## src/rtl/level_driver_pkg.sv

```systemverilog
// Shared dwell-timing types and helpers for the level driver / debouncer family.
package level_driver_pkg;

  typedef enum logic {
    STABLE = 1'b0,
    HOLD   = 1'b1
  } dwell_state_e;

  // Counter width for a modulo-n count, never narrower than one bit.
  function automatic int unsigned cnt_width(input int unsigned n);
    int unsigned w;
    w = 32'($clog2(n));
    return (w < 32'd1) ? 32'd1 : w;
  endfunction

endpackage

```

## src/rtl/level_driver_dwell_timer.sv

```systemverilog
// clk_en-gated up-counter that clears itself on reaching Limit-1.
module dwell_timer
  import level_driver_pkg::*;
#(
  parameter int unsigned Limit = 4
) (
  input  logic clk,
  input  logic sync_rst,
  input  logic clk_en,
  input  logic clear,
  input  logic run,
  output logic terminal_c
);

  localparam int unsigned CntW = cnt_width(Limit);

  logic [CntW-1:0] count_q;
  logic [CntW-1:0] count_d;

  assign terminal_c = (count_q == CntW'(Limit - 32'd1));

  // The terminal compare clears the count, so it never wraps.
  always_comb begin
    count_d = count_q;
    if (clear) begin
      count_d = '0;
    end else if (run) begin
      count_d = terminal_c ? '0 : count_q + CntW'(1);
    end
  end

  always_ff @(posedge clk) begin
    if (sync_rst) begin
      count_q <= '0;
    end else if (clk_en) begin
      count_q <= count_d;
    end
  end

endmodule

```

## src/rtl/level_driver.sv

```systemverilog
// Drives an output pin from an internal level request, enforcing a minimum
// dwell time between pin transitions.
module level_driver
  import level_driver_pkg::*;
#(
  parameter int unsigned Min_Hold_Cycles = 3_500_000,
  parameter logic        Idle_Level      = 1'b0,
  parameter logic        Output_Invert   = 1'b0
) (
  input  logic clk,
  input  logic sync_rst,
  input  logic clk_en,
  input  logic level_request,
  output logic io_out,
  output logic level_applied,
  output logic busy,
  output logic pending
);

  dwell_state_e state_q;
  dwell_state_e state_d;
  logic         buf_q;
  logic         buf_d;
  logic         applied_q;
  logic         applied_d;
  logic         out_q;
  logic         out_d;
  logic         timer_clear;
  logic         timer_run;
  logic         timer_done_c;

  dwell_timer #(
    .Limit (Min_Hold_Cycles)
  ) u_dwell_timer (
    .clk        (clk),
    .sync_rst   (sync_rst),
    .clk_en     (clk_en),
    .clear      (timer_clear),
    .run        (timer_run),
    .terminal_c (timer_done_c)
  );

  // A buffered request is only committed from STABLE; changes during HOLD wait.
  always_comb begin
    state_d     = state_q;
    applied_d   = applied_q;
    buf_d       = level_request;
    out_d       = applied_q ^ Output_Invert;
    timer_clear = 1'b0;
    timer_run   = 1'b0;
    case (state_q)
      STABLE: begin
        if (buf_q != applied_q) begin
          applied_d   = buf_q;
          state_d     = HOLD;
          timer_clear = 1'b1;
        end
      end
      HOLD: begin
        timer_run = 1'b1;
        if (timer_done_c) begin
          state_d = STABLE;
        end
      end
      default: begin
        state_d     = STABLE;
        timer_clear = 1'b1;
      end
    endcase
  end

  always_ff @(posedge clk) begin
    if (sync_rst) begin
      state_q   <= STABLE;
      buf_q     <= Idle_Level;
      applied_q <= Idle_Level;
      out_q     <= Idle_Level ^ Output_Invert;
    end else if (clk_en) begin
      state_q   <= state_d;
      buf_q     <= buf_d;
      applied_q <= applied_d;
      out_q     <= out_d;
    end
  end

  assign io_out        = out_q;
  assign level_applied = applied_q;
  assign busy          = (state_q == HOLD);
  assign pending       = (buf_q != applied_q);

endmodule

```

## config.mk

```make
export PLATFORM = sky130hd
export DESIGN_NAME = level_driver
export DESIGN_NICKNAME = d
export VERILOG_FILES = /design/src/rtl/level_driver_pkg.sv /design/src/rtl/level_driver_dwell_timer.sv /design/src/rtl/level_driver.sv
export SDC_FILE = /design/constraint.sdc
export NUM_CORES = 1
export LEC_CHECK = 0
export CAP_MARGIN = 10
export CORE_UTILIZATION = 28
export CTS_CLUSTER_DIAMETER = 30
export DETAILED_ROUTE_END_ITERATION = 8
export GPL_TIMING_DRIVEN = 0
export PLACE_DENSITY_LB_ADDON = 0.3
export SYNTH_ARGS = -nofsm -noshare
export SYNTH_HDL_FRONTEND = slang
export SYNTH_SLANG_ARGS = --single-unit
```

## constraint.sdc

```tcl
create_clock -name clk -period 2.3 [get_ports clk]
set_input_delay 0.23 -clock clk [delete_from_list [all_inputs] [get_ports clk]]
set_output_delay 0.23 -clock clk [all_outputs]
set_load 0.05 [all_outputs]
```

## After elaboration in Yosys (flattened, before gate mapping)

Index checks and enable logic that the tools add are counted.
Widths: inputs -> output; s select.

- Register bits: 26

- Add/sub/neg operators: 1
- Equality and inequality tests: 2
- Muxes and demuxes: 8
- Bitwise logic cells: 1
- Reductions and logical operators: 3

Operators by type and width:

| operator | count |
|---|---|
| $mux 22 | 3 |
| $add 22x1->22 const B | 1 |
| $eq 22x22->1 const B | 1 |
| $mux 1 | 4 |
| $reduce_and 3->1 | 1 |
| $pmux 1 s2 | 1 |
| $reduce_and 2->1 | 1 |
| $reduce_bool 2->1 | 1 |
| $ne 1x1->1 | 1 |
| $not 1->1 | 1 |

## Longest topological paths before layout

Gate-level depths: netlist of run 1.

- Depth after elaboration: 5
- Gate-level depth with buffers: 7

## Hierarchy

Synthesis of run 1 repeated with hierarchy kept, for this count alone.

- Cells, all modules: 165
- Area total of the unflattened synthesis: 1427.6 um^2

By module, submodules not included:

| module | times used | cells each | area an instance (um^2) | seq. area each (um^2) |
|---|---|---|---|---|
| dwell_timer | 1 | 149 | 1251.2 | 440.4 |
| level_driver | 1 | 16 | 176.4 | 80.1 |

## Worst setup path before layout of run 1

Ideal clock, no wire load.

- Kind: flip-flop to flip-flop
- From: register applied_q (netlist: level_applied)
- To: register u_dwell_timer.count_q[10]
- Arrival time: 2434 ps
- Path slack: -259 ps
- Cell stages (with the launch flop): 6
- Path buffers: 0
- Clock period less this slack: 2559 ps
- Path through: dfxtp_1 > xor2_1 > o21ai_1 > and2_2 > a22oi_1 > o31ai_1

- Word-level cells in the longest chain between the ends: 5

Ends and longest elaborated chain:

| what | RTL line | text |
|---|---|---|
| start: declaration | level_driver.sv:24 | `logic applied_q;` |
| start signal: assignment | level_driver.sv:76 | `applied_q <= Idle_Level;` |
| start signal: assignment | level_driver.sv:81 | `applied_q <= applied_d;` |
| $ne 1x1->1 * | -- |  |
| net pending | level_driver.sv:17 | `output logic pending` |
| $mux 1 * | level_driver.sv:53 | `if (buf_q != applied_q) begin` |
| $mux 1 * | level_driver.sv:51 | `case (state_q)` |
| $reduce_bool 2->1 (no line) | -- |  |
| $reduce_and 2->1 (no line) | -- |  |
| end signal: assignment | level_driver_dwell_timer.sv:36 | `count_q <= count_d;` |
| end: declaration | level_driver_dwell_timer.sv:17 | `logic [CntW-1:0] count_q;` |

The timed path passes the listed nets; every way through them passes the cells marked *.
A chain may end at the register's enable or synchronous reset.

## Worst setup path in the final report of run 1

- From: register applied_q (netlist: level_applied)
- To: register u_dwell_timer.count_q[15]

- Word-level cells in the longest chain between the ends: 5

Ends and longest elaborated chain:

| what | RTL line |
|---|---|
| $ne 1x1->1 * | level_driver.sv:53 |
| $mux 1 * | level_driver.sv:53 |
| $mux 1 * | level_driver.sv:51 |
| $reduce_bool 2->1 (no line) | -- |
| $reduce_and 2->1 (no line) | -- |

Every way passes the cells marked *; elsewhere a longest branch is shown, timed or not.

==> results of run 1 <==
-- path summary, 6_finish.rpt --
check,slack [ns],depth (start not counted),endpoint,from
hold / removal,0.40,3,buf_q,clk_en
setup / recovery,0.31,5,u_dwell_timer.count_q[15],level_applied
setup reg to reg,0.31,5,u_dwell_timer.count_q[15],level_applied
hold reg to reg,0.50,1,u_dwell_timer.count_q[20],u_dwell_timer.count_q[20]
-- cell usage after synthesis, types with 2 or more instances --
cell type   n
mux2i_1     5
inv_1       2
a22oi_1     2
nand2_1    21
dfxtp_1    26
nand3_1    10
a21oi_1    13
and3_1      4
nor3_1      5
and2_1      4
a211oi_1    2
a21oi_2     4
a31oi_1    11
xor2_1      3
nor2_1     12
nand3b_1    4
nand4_1     8
or2b_1      3
clkbuf_1    7
nor2b_1     2
-- cells by family after synthesis --
kind of cell	count (synthesis)	synth area share, %
compound gates	43	19.7
buf+inv	10	3.04
mux	5	3.38
xor+xnor	3	1.78
fa+ha+maj	1	0.845
simple gates	89	36.1
flops	26	35.2
-- through the flow --
stage          worst slack [ns]  area [um^2]  utilization [%]
5_1_grt                  0.0978         1680             32.9
2_1_floorplan            0.0926         1490                -
6_report                  0.311         1680             32.9
3_5_place_dp              0.277         1630             31.8
3_3_place_gp              0.305         1630             31.8
4_1_cts                   0.241         1680             32.9
-- flip-flops by register name, indices dropped and copies added (netlist names) --
signal / flops
io_out: 1
busy: 1
level_applied: 1
buf_q: 1
u_dwell_timer.count_q: 22
-- worst max-delay path, cell delays in order (launching register included) --
cell and delay [ns]:
dfxtp_1 0.37, xor2_2 0.21, o21ai_1 0.48, clkbuf_1 0.45
nand2_1 0.22, a31oi_1 0.20
-- per-layer routing --
metal	wire, um	up-vias
met2	1600	31
met5	0	-
met3	143	2
li1	-	684
met1	1820	633
met4	27	0
-- layout make-up --
cell class,count,area [um^2]
Clock buffer,4,55.1
Multi-Input combinational cell,141,922
Fill cell,542,3430
Timing Repair Buffer,5,50.0
Sequential cell,26,520
Inverter,2,7.51
Buffer,8,37.5
Tap cell,70,87.6
-- power by group through the flow --
stage | registers [mW] | clock network, mW | logic [mW]
floorplan | 0.475 | 0 | 0.0540
global placement | 0.468 | 0 | 0.0874
detailed placement | 0.468 | 0 | 0.0871
CTS | 0.458 | 0.318 | 0.0876
global route | 0.458 | 0.340 | 0.0939
finish | 0.457 | 0.304 | 0.0866
==> flow_summary.json, run 1 <==
{
  "yosys_warnings": 0,
  "drc_errors": 0,
  "netlist_area_um2": 1480,
  "fmax_mhz": 503,
  "critPathKind": "reg2reg",
  "cts-root-buf": "clkbuf_8",
  "detail_route.wirelength_um": 3590,
  "area_delta_synth_final_pct": 13.5,
  "gp_congestion": 0.820,
  "hpwl_um": 2610,
  "sw_frac_of_total_pct": 25.3,
  "hold_slack_ns": 0.404,
  "via_count": 1350,
  "cts_resized": 0,
  "port_buffers": 5,
  "fin_tns_setup_ns": 0,
  "power.share.clock_pct": 35.9,
  "core_um2": 5110,
  "grt_usage_pct": 14.2,
  "worst_setup_path_start_kind": "flop",
  "grt_pass1_vias": 1184,
  "post_synth_num_cell_types": 49,
  "grt_pass1_wl_um": 5950,
  "slew_violations": 0,
  "vias_per_cell": 5.27,
  "met3_usage_pct": 3.75,
  "grt_max_degree": 15,
  "rows": 26,
  "grt_overflow": 0,
  "sequentialPowerShare_pct": 53.9,
  "synth_edf_count": 0,
  "ios": 8,
  "avgSynthCellArea_um2": 8.36,
  "p_leak_nw": 0.551,
  "cts.sinks": 26,
  "drtPass1Iterations": 4,
  "internal-power_mw": 0.634,
  "netSwitchingPower_mw": 0.214,
  "wl_per_cell_um": 14.0,
  "period_needed_ns": 1.99,
  "synth_top_flop_cell": "dfxtp_1",
  "grt_util_met2_pct": 22.1,
  "fin_crit_sh_pct": 86.5,
  "layout_common_cells": "26 x dfxtp_1, 21 x nand2_1, 13 x a21oi_1",
  "final_nets": 192,
  "die_area_um2": 5580,
  "async_reset_ff_share_pct": 0,
  "rsz0062_at_grt": "false",
  "tightest_slew_ns": 0.714,
  "clkTransAtPathRegs_ns": 0.09,
  "cts_buffers": 3,
  "ys_seq_area_share_pct": 35.2,
  "ys_ff_latch": 26,
  "irDropWorstVdd_mv": 0.348,
  "syn_nets": 182,
  "hp-class": "in2reg",
  "power_mw": 0.848,
  "fin_cells": 256,
  "die_w_um": 74.7,
  "clock_skew_ns": 0.00368,
  "hold_viol_final": 0,
  "clk-insertion-delay-late_ns": 0.27,
  "end_kind": "flop",
  "start_util_pct": 29.0,
  "holdBufCountCts": 0,
  "worstPathMaxFanout": 10,
  "synthTopCellsByArea": "dfxtp_1 35%, nand2_1 5.3%, a31oi_1 4.6%",
  "required_ns": 2.51,
  "diodes": 0,
  "htree_levels": 1,
  "use_met1_pct": 19.9,
  "cp.arrival_ns": 2.20,
  "syn_inst": 177,
  "synth_top_cell_area_share_pct": 35.2,
  "finalSetupViolCount": 0,
  "cap_violations": 0,
  "top_usage_layer": "met2",
  "cts_buffer_depth": 2,
  "combPwrFrac_pct": 10.2,
  "dp_cells": 252,
  "drt_iter0_markers": 103,
  "post-cts-setup-buffers": 0,
  "tritoncts": "built",
  "ant_nets": 0,
  "status": "finished clean",
  "slew_headroom_pct": 52.0,
  "yosysTopAreaCell": "dfxtp_1",
  "final_common_cell": "dfxtp_1",
  "antenna_found_initial": 0,
  "p_per_area_nw_per_um2": 505,
  "drive_above_1_share_pct": 10.8,
  "die_h_um": 74.7
}
No activity file was read; power rests on OpenSTA's default activity.
==> run 2, diff against run 1 <==
- CAP_MARGIN: 10 -> default
- SKIP_CTS_REPAIR_TIMING: default -> 1
==> results of run 2 <==
Final layout, timing and power as in run 1 (identical DEF).
